### config.mk
export PLATFORM = sky130hd
export DESIGN_NAME = game_mode_sequencer_flat
export DESIGN_NICKNAME = d
export VERILOG_FILES = /design/src/rtl/game_mode_sequencer_pkg.sv /design/src/rtl/game_mode_sequencer_if.sv /design/src/rtl/game_mode_sequencer_frame_event_latch.sv /design/src/rtl/game_mode_sequencer.sv /design/src/flat_wrapper.sv
export SDC_FILE = /design/constraint.sdc
export NUM_CORES = 1
export LEC_CHECK = 0
export BUFFER_PORTS_ARGS = -buffer_cell sky130_fd_sc_hd__buf_4
export CAP_MARGIN = 20
export CORE_ASPECT_RATIO = 1.1
export CORE_MARGIN = 3
export CORE_UTILIZATION = 40
export CTS_BUF_LIST = sky130_fd_sc_hd__clkbuf_8 sky130_fd_sc_hd__clkbuf_16
export CTS_CLUSTER_SIZE = 24
export DETAILED_ROUTE_END_ITERATION = 16
export PLACE_DENSITY = 0.67
export SETUP_SLACK_MARGIN = 0.3
export SLEW_MARGIN = 0
export SYNTH_ARGS = -nofsm -noshare
export SYNTH_HDL_FRONTEND = slang
export SYNTH_HIERARCHICAL = 1
export SYNTH_SLANG_ARGS = --single-unit
### constraint.sdc
create_clock -name clk -period 4.35 [get_ports clk]
set_clock_uncertainty 0.05 [all_clocks]
set_input_delay 0.435 -clock clk [delete_from_list [all_inputs] [get_ports clk]]
set_output_delay 0.435 -clock clk [all_outputs]
set_load 0.05 [all_outputs]
### src/rtl/game_mode_sequencer_pkg.sv
// Shared types for the game-mode sequencer: FSM state enum, event indices, splash codes.
// Latency: n/a (types only).  Backpressure: n/a.
// Optional feature macro: PAUSE_EN adds the PAUSE state and the pauseKey event slot.
package game_mode_pkg;

`ifdef PAUSE_EN
  typedef enum logic [2:0] {
    S_TITLE     = 3'd0,
    S_PLAY      = 3'd1,
    S_RESPAWN   = 3'd2,
    S_LEVEL_UP  = 3'd3,
    S_GAME_OVER = 3'd4,
    S_WIN       = 3'd5,
    S_PAUSE     = 3'd6
  } game_state_t;
  localparam int NUM_EVT = 5;
`else
  typedef enum logic [2:0] {
    S_TITLE     = 3'd0,
    S_PLAY      = 3'd1,
    S_RESPAWN   = 3'd2,
    S_LEVEL_UP  = 3'd3,
    S_GAME_OVER = 3'd4,
    S_WIN       = 3'd5
  } game_state_t;
  localparam int NUM_EVT = 4;
`endif

  // Bit positions of the sticky event flags.
  localparam int EV_START   = 0;
  localparam int EV_HIT     = 1;
  localparam int EV_CLEARED = 2;
  localparam int EV_LANDED  = 3;
  localparam int EV_PAUSE   = 4;

  localparam logic [1:0] SPLASH_TITLE    = 2'd0;
  localparam logic [1:0] SPLASH_LEVELUP  = 2'd1;
  localparam logic [1:0] SPLASH_GAMEOVER = 2'd2;
  localparam logic [1:0] SPLASH_WIN      = 2'd3;

  // Level advance that never passes the last level.
  function automatic logic [2:0] level_inc(input logic [2:0] lvl, input logic [2:0] max_lvl);
    return (lvl < max_lvl) ? lvl + 3'd1 : lvl;
  endfunction

endpackage

### src/rtl/game_mode_sequencer_if.sv
// Bundle of frame/event inputs and display-control outputs of the game-mode sequencer.
// Latency: n/a (wiring only).  Backpressure: none, all signals are pulses or levels.
// Ports: master = event sources/observers, slave = the sequencer.
interface game_mode_sequencer_if;
  logic       startOfFrame;
  logic       startKey;
  logic       pauseKey;
  logic       playerHit;
  logic       aliensCleared;
  logic       aliensLanded;
  logic       isGameMode;
  logic       splashEn;
  logic [1:0] splashSel;
  logic       freeze;
  logic       gameResetPulse;
  logic [1:0] livesLeft;
  logic [2:0] level;

  modport master (
    output startOfFrame, startKey, pauseKey, playerHit, aliensCleared, aliensLanded,
    input  isGameMode, splashEn, splashSel, freeze, gameResetPulse, livesLeft, level
  );

  modport slave (
    input  startOfFrame, startKey, pauseKey, playerHit, aliensCleared, aliensLanded,
    output isGameMode, splashEn, splashSel, freeze, gameResetPulse, livesLeft, level
  );
endinterface

### src/rtl/game_mode_sequencer_frame_event_latch.sv
// Sticky per-event flags collected over one frame, consumed at startOfFrame.
// Latency: a pulse shows in flag one cycle later.  Backpressure: none, pulses never lost.
// Ports: clk, resetN (sync active-low), sof, pulse[N] in; flag[N] out.
module frame_event_latch #(
  parameter int N = 4
) (
  input  logic         clk,
  input  logic         resetN,
  input  logic         sof,
  input  logic [N-1:0] pulse,
  output logic [N-1:0] flag
);

  // On the consuming edge the old flags are dropped, but a pulse arriving in
  // that same cycle is kept so it is seen at the following frame boundary.
  always_ff @(posedge clk) begin
    if (!resetN) begin
      flag <= '0;
    end else if (sof) begin
      flag <= pulse;
    end else begin
      flag <= flag | pulse;
    end
  end

endmodule

### src/rtl/game_mode_sequencer.sv
// Frame-synchronous game phase controller: title/play/respawn/level-up/game-over/win (+pause with PAUSE_EN).
// Latency: event at cycle n, next startOfFrame at m>n, outputs change at m+1.  Backpressure: none.
// Ports: clk, resetN (sync active-low), bus (slave modport: frame/event pulses in, display controls out).
module game_mode_sequencer
  import game_mode_pkg::*;
#(
  parameter int LIVES             = 3,
  parameter int MAX_LEVEL         = 4,
  parameter int SPLASH_MIN_FRAMES = 60,
  parameter int RESPAWN_FRAMES    = 90,
  parameter int LEVELUP_FRAMES    = 60
) (
  input logic                 clk,
  input logic                 resetN,
  game_mode_sequencer_if.slave bus
);

  localparam logic [1:0] LIVES_INIT   = 2'(LIVES);
  localparam logic [2:0] MAX_LVL      = 3'(MAX_LEVEL);
  localparam logic [7:0] SPLASH_MIN   = 8'(SPLASH_MIN_FRAMES);
  localparam logic [7:0] RESPAWN_LAST = 8'(RESPAWN_FRAMES - 1);
  localparam logic [7:0] LEVELUP_LAST = 8'(LEVELUP_FRAMES - 1);

  logic [NUM_EVT-1:0] pulse;
  logic [NUM_EVT-1:0] flag;
  logic               sof;

  game_state_t state, state_nxt;
  logic [7:0]  frame_cnt;
  logic [1:0]  lives, lives_nxt;
  logic [2:0]  level, level_nxt;
  logic        reset_pulse_nxt;

  logic        is_game, splash_en, freeze, reset_pulse;
  logic [1:0]  splash_sel;

  assign sof                 = bus.startOfFrame;
  assign pulse[EV_START]     = bus.startKey;
  assign pulse[EV_HIT]       = bus.playerHit;
  assign pulse[EV_CLEARED]   = bus.aliensCleared;
  assign pulse[EV_LANDED]    = bus.aliensLanded;
`ifdef PAUSE_EN
  assign pulse[EV_PAUSE]     = bus.pauseKey;
`endif

  frame_event_latch #(.N(NUM_EVT)) u_latch (
    .clk    (clk),
    .resetN (resetN),
    .sof    (sof),
    .pulse  (pulse),
    .flag   (flag)
  );

  // Next-state logic; nothing moves except on a frame boundary.
  always_comb begin
    state_nxt       = state;
    lives_nxt       = lives;
    level_nxt       = level;
    reset_pulse_nxt = 1'b0;
    if (sof) begin
      unique case (state)
        S_TITLE: begin
          if (flag[EV_START] && frame_cnt >= SPLASH_MIN) begin
            state_nxt       = S_PLAY;
            lives_nxt       = LIVES_INIT;
            level_nxt       = 3'd1;
            reset_pulse_nxt = 1'b1;
          end
        end
        S_PLAY: begin
          // Landing outranks a hit, so a simultaneous hit keeps the lives count.
          if (flag[EV_LANDED]) begin
            state_nxt = S_GAME_OVER;
          end else if (flag[EV_HIT]) begin
            if (lives <= 2'd1) begin
              lives_nxt = 2'd0;
              state_nxt = S_GAME_OVER;
            end else begin
              lives_nxt = lives - 2'd1;
              state_nxt = S_RESPAWN;
            end
          end else if (flag[EV_CLEARED]) begin
            state_nxt = (level >= MAX_LVL) ? S_WIN : S_LEVEL_UP;
          end
`ifdef PAUSE_EN
          else if (flag[EV_PAUSE]) begin
            state_nxt = S_PAUSE;
          end
`endif
        end
        S_RESPAWN: begin
          if (frame_cnt == RESPAWN_LAST) state_nxt = S_PLAY;
        end
        S_LEVEL_UP: begin
          if (frame_cnt == LEVELUP_LAST) begin
            state_nxt       = S_PLAY;
            level_nxt       = level_inc(level, MAX_LVL);
            reset_pulse_nxt = 1'b1;
          end
        end
`ifdef PAUSE_EN
        S_PAUSE: begin
          if (flag[EV_PAUSE]) state_nxt = S_PLAY;
        end
`endif
        S_GAME_OVER, S_WIN: begin
          if (flag[EV_START] && frame_cnt >= SPLASH_MIN) state_nxt = S_TITLE;
        end
        default: state_nxt = S_TITLE;
      endcase
    end
  end

  // Output decode from the next state so outputs flop together with the state.
  logic       is_game_nxt, splash_en_nxt, freeze_nxt;
  logic [1:0] splash_sel_nxt;

  always_comb begin
    is_game_nxt    = 1'b0;
    splash_en_nxt  = 1'b0;
    splash_sel_nxt = SPLASH_TITLE;
    freeze_nxt     = 1'b0;
    unique case (state_nxt)
      S_TITLE:     splash_en_nxt = 1'b1;
      S_PLAY:      is_game_nxt   = 1'b1;
      S_RESPAWN: begin
        is_game_nxt = 1'b1;
        freeze_nxt  = 1'b1;
      end
      S_LEVEL_UP: begin
        splash_en_nxt  = 1'b1;
        splash_sel_nxt = SPLASH_LEVELUP;
        freeze_nxt     = 1'b1;
      end
`ifdef PAUSE_EN
      S_PAUSE: begin
        is_game_nxt = 1'b1;
        freeze_nxt  = 1'b1;
      end
`endif
      S_GAME_OVER: begin
        splash_en_nxt  = 1'b1;
        splash_sel_nxt = SPLASH_GAMEOVER;
      end
      S_WIN: begin
        splash_en_nxt  = 1'b1;
        splash_sel_nxt = SPLASH_WIN;
      end
      default:     splash_en_nxt = 1'b1;
    endcase
  end

  always_ff @(posedge clk) begin
    if (!resetN) begin
      state       <= S_TITLE;
      frame_cnt   <= 8'd0;
      lives       <= LIVES_INIT;
      level       <= 3'd1;
      is_game     <= 1'b0;
      splash_en   <= 1'b1;
      splash_sel  <= SPLASH_TITLE;
      freeze      <= 1'b0;
      reset_pulse <= 1'b0;
    end else begin
      state       <= state_nxt;
      lives       <= lives_nxt;
      level       <= level_nxt;
      is_game     <= is_game_nxt;
      splash_en   <= splash_en_nxt;
      splash_sel  <= splash_sel_nxt;
      freeze      <= freeze_nxt;
      reset_pulse <= reset_pulse_nxt;
      // Counts frames spent in the current state, saturating.
      if (state_nxt != state) begin
        frame_cnt <= 8'd0;
      end else if (sof && frame_cnt != 8'hFF) begin
        frame_cnt <= frame_cnt + 8'd1;
      end
    end
  end

  assign bus.isGameMode     = is_game;
  assign bus.splashEn       = splash_en;
  assign bus.splashSel      = splash_sel;
  assign bus.freeze         = freeze;
  assign bus.gameResetPulse = reset_pulse;
  assign bus.livesLeft      = lives;
  assign bus.level          = level;

endmodule

### src/flat_wrapper.sv
// flat-port wrapper written by rule: the top's interface ports become plain ports
module game_mode_sequencer_flat import game_mode_pkg::*;
#(
  parameter int LIVES             = 3,
  parameter int MAX_LEVEL         = 4,
  parameter int SPLASH_MIN_FRAMES = 60,
  parameter int RESPAWN_FRAMES    = 90,
  parameter int LEVELUP_FRAMES    = 60
)
  (clk, resetN, bus_startOfFrame, bus_startKey, bus_pauseKey, bus_playerHit, bus_aliensCleared, bus_aliensLanded, bus_isGameMode, bus_splashEn, bus_splashSel, bus_freeze, bus_gameResetPulse, bus_livesLeft, bus_level);
  game_mode_sequencer_if bus_i ();
  input logic clk;
  input logic resetN;
  input wire logic [$bits(bus_i.startOfFrame)-1:0] bus_startOfFrame;
  input wire logic [$bits(bus_i.startKey)-1:0] bus_startKey;
  input wire logic [$bits(bus_i.pauseKey)-1:0] bus_pauseKey;
  input wire logic [$bits(bus_i.playerHit)-1:0] bus_playerHit;
  input wire logic [$bits(bus_i.aliensCleared)-1:0] bus_aliensCleared;
  input wire logic [$bits(bus_i.aliensLanded)-1:0] bus_aliensLanded;
  output wire logic [$bits(bus_i.isGameMode)-1:0] bus_isGameMode;
  output wire logic [$bits(bus_i.splashEn)-1:0] bus_splashEn;
  output wire logic [$bits(bus_i.splashSel)-1:0] bus_splashSel;
  output wire logic [$bits(bus_i.freeze)-1:0] bus_freeze;
  output wire logic [$bits(bus_i.gameResetPulse)-1:0] bus_gameResetPulse;
  output wire logic [$bits(bus_i.livesLeft)-1:0] bus_livesLeft;
  output wire logic [$bits(bus_i.level)-1:0] bus_level;
  assign bus_i.startOfFrame = bus_startOfFrame;
  assign bus_i.startKey = bus_startKey;
  assign bus_i.pauseKey = bus_pauseKey;
  assign bus_i.playerHit = bus_playerHit;
  assign bus_i.aliensCleared = bus_aliensCleared;
  assign bus_i.aliensLanded = bus_aliensLanded;
  assign bus_isGameMode = bus_i.isGameMode;
  assign bus_splashEn = bus_i.splashEn;
  assign bus_splashSel = bus_i.splashSel;
  assign bus_freeze = bus_i.freeze;
  assign bus_gameResetPulse = bus_i.gameResetPulse;
  assign bus_livesLeft = bus_i.livesLeft;
  assign bus_level = bus_i.level;
  game_mode_sequencer #(.LIVES(LIVES), .MAX_LEVEL(MAX_LEVEL), .SPLASH_MIN_FRAMES(SPLASH_MIN_FRAMES), .RESPAWN_FRAMES(RESPAWN_FRAMES), .LEVELUP_FRAMES(LEVELUP_FRAMES)) u_core (.clk(clk), .resetN(resetN), .bus(bus_i));
endmodule
# After elaboration in Yosys (flattened, before gate mapping)
# Cells that the tools add are included.
dict set report classes {
  mux 28
  reduce_logical 12
  n_eq_ne 19
  add_sub_neg 3
  magnitude_cmp 4
  n_bitwise 2
}
# op count
set op_table {}
lappend op_table {{2-to-1 mux 3 bit} 13}
lappend op_table {{one-hot mux 3 bit (5 select lines)} 1}
lappend op_table {{equality test 3 x 2 -> 1 bit (second input constant)} 4}
lappend op_table {{equality test 3 bit (second input constant)} 4}
lappend op_table {{AND reduction 5 bit} 2}
lappend op_table {{adder 8 x 1 -> 8 bit (second input constant)} 1}
lappend op_table {{equality test 8 x 6 -> 1 bit (second input constant)} 1}
lappend op_table {{equality test 8 x 7 -> 1 bit (second input constant)} 1}
lappend op_table {{>= comparator 8 x 6 -> 1 bit (second input constant)} 1}
lappend op_table {{2-to-1 mux 2 bit} 4}
lappend op_table {{inequality test 8 bit (second input constant)} 1}
lappend op_table {{OR reduction 2 bit} 4}
lappend op_table {{equality test 3 x 1 -> 1 bit (second input constant)} 2}
lappend op_table {{inequality test 2 x 1 -> 1 bit (second input constant)} 3}
lappend op_table {{one-hot mux 2 bit (3 select lines)} 1}
lappend op_table {{one-hot mux 3 bit (2 select lines)} 1}
lappend op_table {{2-to-1 mux 1 bit} 5}
lappend op_table {{2-to-1 mux 4 bit} 1}
lappend op_table {{inequality test 2 bit (second input constant)} 2}
lappend op_table {{bitwise OR 4 bit} 1}
lappend op_table {{one-hot mux 2 bit (2 select lines)} 1}
lappend op_table {{nonzero test 2 bit} 2}
lappend op_table {{adder 3 x 1 -> 3 bit (second input constant)} 1}
lappend op_table {{>= comparator 3 bit (second input constant)} 1}
lappend op_table {{9 further kinds} 10}
dict set report word_totals {
  output_inout_bits 11
  regBits 26
  in_bits 8
  elab_cells 78
}

# Logic depth before layout (Yosys ltp)
dict set report depth {
  ltp_word 10
  ltp_mapped 7
  mapped_depth_nobuf 7
}

# Cells and area by module
# Netlist, hierarchy kept.
# module area_each_um2 seq_area_each_um2 instances cells_per_inst
set by_module_without_submodules {}
lappend by_module_without_submodules {game_mode_sequencer 1234.9 440.4 1 139}
lappend by_module_without_submodules {frame_event_latch 135.1 80.1 1 12}

# Worst setup path after synthesis
# Ideal clock, no wire load.
dict set report synth_path {
  path_kind {reg2reg}
  startpoint {reg u_core.level[2], in the netlist u_core/bus.level[2]}
  endpoint {reg u_core.is_game, in the netlist u_core/bus.isGameMode}
  arrival_ns 1.697
  required_time_ns 4.185
  path_buffers 0
  path_stages_with_launch 6
  setup_ns 0.115
  setup_slack_ns 2.488
  period_less_slack_ns 1.862
  cell_sequence {dfxtp_1 -> inv_1 -> a211o_1 -> a31oi_1 -> a211oi_1 -> o21a_1}
}
dict set report synth_between {
  elab_chain_len 10
  word_cells_on_any_way 11
  classes_between {order compare: 1; eq/ne: 2; mux: 7; reduce/logical: 1}
}
# element line_no
set synth_rtl {}
lappend synth_rtl {{start: declaration} game_mode_sequencer.sv:31} ;# logic [2:0] level, level_nxt;
lappend synth_rtl {{start signal: assignment} game_mode_sequencer.sv:167} ;# level <= level_nxt;
lappend synth_rtl {{>= comparator 3 bit *} game_mode_sequencer.sv:83} ;# state_nxt = (level >= MAX_LVL) ? S_WIN : S_LEVEL_UP;
lappend synth_rtl {{2-to-1 mux 3 bit *} game_mode_sequencer.sv:83}
lappend synth_rtl {{2-to-1 mux 3 bit *} game_mode_sequencer.sv:82} ;# end else if (flag[EV_CLEARED]) begin
lappend synth_rtl {{2-to-1 mux 3 bit *} game_mode_sequencer.sv:74} ;# end else if (flag[EV_HIT]) begin
lappend synth_rtl {{2-to-1 mux 3 bit *} game_mode_sequencer.sv:72} ;# if (flag[EV_LANDED]) begin
lappend synth_rtl {{one-hot mux 3 bit (5 select lines) *} game_mode_sequencer.sv:61} ;# unique case (state)
lappend synth_rtl {{2-to-1 mux 3 bit *} game_mode_sequencer.sv:60} ;# if (sof) begin
lappend synth_rtl {{equality test 3 x 1 -> 1 bit or equality test 3 x 2 -> 1 bit (tied branches)} game_mode_sequencer.sv:123} ;# unique case (state_nxt)
lappend synth_rtl {{OR reduction 2 bit (no source line) *} -}
lappend synth_rtl {{2-to-1 mux 1 bit *} game_mode_sequencer.sv:123}
lappend synth_rtl {{end signal: assignment} game_mode_sequencer.sv:168} ;# is_game <= is_game_nxt;
lappend synth_rtl {{end: declaration} game_mode_sequencer.sv:34} ;# logic is_game, splash_en, freeze, reset_pulse;
# Mark *: on every way between the ends. The rest lies on a longest branch, timed or not.
# A chain may end at the register's enable or synchronous reset.

# Worst setup path in the final report
dict set report layout_path {
  startpoint {reg u_core.state[0]}
  endpoint {reg u_core.splash_en, in the netlist u_core/bus.splashEn}
}
dict set report layout_between {
  elab_chain_len 8
  word_cells_on_any_way 20
  classes_between {eq/ne: 7; mux: 10; reduce/logical: 3}
}
# element line_no
set layout_rtl {}
lappend layout_rtl {{start: declaration} game_mode_sequencer.sv:28} ;# game_state_t state, state_nxt;
lappend layout_rtl {{start signal: assignment} game_mode_sequencer.sv:165} ;# state <= state_nxt;
lappend layout_rtl {{2-to-1 mux 3 bit} game_mode_sequencer.sv:82}
lappend layout_rtl {{2-to-1 mux 3 bit} game_mode_sequencer.sv:74}
lappend layout_rtl {{2-to-1 mux 3 bit} game_mode_sequencer.sv:72}
lappend layout_rtl {{one-hot mux 3 bit (5 select lines)} game_mode_sequencer.sv:61}
lappend layout_rtl {{2-to-1 mux 3 bit *} game_mode_sequencer.sv:60}
lappend layout_rtl {{equality test 3 x 1 -> 1 bit or equality test 3 x 2 -> 1 bit (tied branches)} game_mode_sequencer.sv:123}
lappend layout_rtl {{OR reduction 2 bit (no source line) *} -}
lappend layout_rtl {{2-to-1 mux 1 bit *} game_mode_sequencer.sv:123}
lappend layout_rtl {{end signal: assignment} game_mode_sequencer.sv:169} ;# splash_en <= splash_en_nxt;
lappend layout_rtl {{end: declaration} game_mode_sequencer.sv:34}
# Marks and branches as above.

==> results by group <==
Hold path
  – Startpoint of the most critical hold path: bus_startKey
  – Worst-case hold path end point: u_core/u_latch/flag[0]
  – HP Class: in -> reg
  – Cell count of the worst hold path: 2

Setup path
  – Standard cell with the maximum stage delay on the critical path: dfxtp_1
  – Endpoint of the worst register-to-register path: u_core/bus.splashEn
  – Cell seen most often among critical-path stages: nor3b_2
  – Critical-path cell list: nor3b_2 -> nor3b_2 -> a31oi_1 -> a211oi_1 -> o21ai_0
  – Critical path depth: 5
  – R2r worst-path depth: 5
  – Worst reg2reg startpoint: u_core/state[0]
  – Category of the most critical setup path: reg -> reg
  – Type of destination of the critical path: flop
  – Register-to-register setup slack: 2460 ps
  – Required time of the critical path: 4460 ps
  – Crit path buffers/inverters: 0
  – Critical Path AT: 2000 ps
  – Category of cells accounting for the largest share of critical-path delay: compound AO/OA/AOI/OAI gates
  – Crit start category: flop
  – Maximum fanout along the worst path: 8
  – Max stage delay on crit path: 490 ps

Timing
  – Count of endpoints failing setup in the final report: 0
  – Final TNS setup: 0 ps
  – Worst hold margin: 314 ps
  – Count of pins over their slew limit: 0
  – Relative slew margins: 64.0%
  – Final Hold Fails: 0
  – Maximum clock frequency: 529 MHz
  – Final critical delay including setup and external delays: 1890 ps
  – Transition time at the pin with the least slew margin: 535 ps
  – Setup repair after global routing missed its margin: false
  – Fin crit share: 43.5%
  – Smallest setup slack after layout: 2460 ps

CTS
  – Hold buffer count at CTS: 0
  – Number of levels the H-tree was split into: 1
  – Clock latency at the later pin of the worst-skew pair: 270 ps
  – Post-CTS setup repair buffer count: 0
  – Clock transition at path regs: 90 ps
  – TritonCTS sink count: 26
  – TritonCTS clock tree: yes
  – Number of buffers added by the clock tree synthesis step: 3
  – Root buf cell: clkbuf_8
  – Maximum count of clock buffers along a single path: 2
  – Count of instances resized after the clock tree is built: 0

Final layout
  – Footprint of the multi-input gates: 805 sq um
  – Storage element area: 520 sq um
  – Number of nets in the finished design: 183
  – Commonest non-fill, non-tap cell in the layout: dfxtp_1
  – Diode count: 0
  – Most frequent cells in the layout: dfxtp_1, buf_4, inv_1, nor3_1
  – Fraction of layout cells with a size suffix above 1: 17.1%
  – Area added between synthesis and finish: 17.1%
  – Fillers: 317
  – Final standard cell count with taps included and fillers excluded: 204

Placed design
  – Cells after DPL: 200
  – Port Buffers: 17
  – Worst Setup Slack post-DPL: 2490 ps
  – Placed wire-length estimate after detailed placement: 2.10 mm
  – Placer's final routability congestion estimate: 0.763

Drt
  – DR DRC count: 0
  – Total via count after detailed routing: 1,189
  – Remaining number of nets flagged by the antenna check after routing: 0
  – Aggregate routed wire length: 2.92 mm
  – Post-DR wirelength/cell: 14.3 um
  – Number of DRC markers in iteration 0: 43
  – Vias per std cell: 5.83
  – Drt first pass iters: 4

Pwr
  – Reported leakage power: 0.591 nW
  – Power per cell area: 297 nW/um^2
  – Reg power frac: 52.0%
  – Switching share of total power: 20.5%
  – Switching pwr: 0.0000975 W
  – Share of total power in the clock network: 42.0%
  – Proportion of power drawn by combinational gates: 6.0%
  – Internal power component: 0.000379 W
  – Peak ir drop on the vdd network: 0.000142 V

Floorplanning
  – Area of the core: 3150 sq um
  – Height of the die: 67.4 um
  – Die width: 61.8 um
  – Count of standard-cell rows: 21
  – Initial Util: 43.5%
  – Count of pins on the block boundary: 19
  – Die Outline Area: 4160 sq um

Logic synthesis
  – Nets in the synthesized netlist: 163
  – Warnings, synthesis: 6
  – Cells after Synth: 151
  – Synth unique cells: 46
  – Largest area contributor in the netlist: dfxtp_1
  – Mean area per synthesized cell: 9.07 sq um
  – Cell types with the largest area share after synthesis: dfxtp_1, o21a_1, nor2b_1
  – Ys async rst share: 0%
  – Flip-flop and latch count after synthesis: 26
  – Predominant post-synthesis flop cell: dfxtp_1
  – Post-Synthesis Cell Area: 1370 sq um
  – Post-synthesis sequential area ratio: 38.0%
  – Post-synth EDFFs: 0
  – Fraction of synthesized cell area taken by the top area cell type: 38.0%

Global route
  – GRT overflow: 0
  – Number of antenna violations at the first check in global routing: 0
  – Via count of the first global-routing pass: 1,106
  – Total global-route track usage: 15.4%
  – Pin count of the biggest net entering global routing: 19
  – Global-route wire length before repair: 4.80 mm

Flow run
  – Max cap viols: 0

Outcome
  – Result of the run: finished clean
## flip-flops by register name (all words and copies together), names as in the netlist
| name | count |
|---|---|
| u_core/bus.splashEn | 1 |
| u_core/bus.livesLeft | 2 |
| u_core/frame_cnt | 8 |
| u_core/bus.gameResetPulse | 1 |
| u_core/state | 3 |
| u_core/u_latch/flag | 4 |
| u_core/bus.isGameMode | 1 |
| u_core/bus.freeze | 1 |
| u_core/bus.splashSel | 2 |
| u_core/bus.level | 3 |
## kinds of logic after synthesis
kind of cell / after synthesis / synth area share (%)
xor gates and xnor gates: 4 / 2.56
AOI/OAI and AO/OA: 45 / 24.8
adders and majority gates: 4 / 3.65
buffers and inverters: 12 / 3.29
and+or+nand+nor: 59 / 27.0
muxes: 1 / 0.731
DFF: 26 / 38.0
## metal layers
metal	share of wire [%]	up-vias	track usage, %
met1	47	563	19.5
met2	47	27	25.1
met4	1.4	0	6.10
met5	0	-	0
met3	4.7	5	3.06
li1	-	594	-
## layout make-up
type,count,area share [%]
multi-input combinational,113,50.2
sequential,26,32.4
timing repair buffer,17,7.96
tap,34,2.65
clock buffer,3,2.57
inverter,10,2.34
clock inverter,1,1.87
## power groups by stage
stage | sequential (W) | combinational, W | clock, W
CTS | 0.000248 | 0.0000287 | 0.000205
floorplan | 0.000252 | 0.0000190 | 0
global route | 0.000249 | 0.0000314 | 0.000213
finish | 0.000248 | 0.0000286 | 0.000200
global placement | 0.000253 | 0.0000277 | 0
detailed placement | 0.000253 | 0.0000285 | 0
## synth_stat cells (2+ instances only)
master    instances
nand4_1           3
o211ai_1          3
and2_1            3
nor3_1           10
and3_1            2
nand3b_1          3
nand2_1           6
a211oi_1          2
dfxtp_1          26
o21a_1            8
xor2_1            3
ha_1              4
nor2_1            5
nor3b_2           2
inv_1            10
o21ai_0           9
a21oi_1           8
a211o_1           2
nor2b_1           9
clkbuf_1          2
nand3_1           6
## metrics by stage
stage	utilization [%]	power, W	instance area (sq um)
global placement	48.6	0.000281	1530
floorplan	-	0.000271	1370
global route	50.9	0.000493	1600
CTS	50.9	0.000482	1600
detailed placement	48.6	0.000282	1530
finish	50.9	0.000476	1600
## how the worst max path moves through the flow
stage / startpoint / end / slack, ps
after floorplan: u_core/bus.level[2] / u_core/bus.isGameMode / 2490
after global placement: u_core/state[1] / u_core/frame_cnt[1] / 2490
after detailed placement: u_core/frame_cnt[1] / u_core/frame_cnt[2] / 2490
after CTS: u_core/state[1] / u_core/frame_cnt[2] / 2470
after global routing: u_core/frame_cnt[0] / u_core/frame_cnt[5] / 2320
final: u_core/state[0] / u_core/bus.splashEn / 2460
Note: power is estimated with default switching activity, not from simulation.
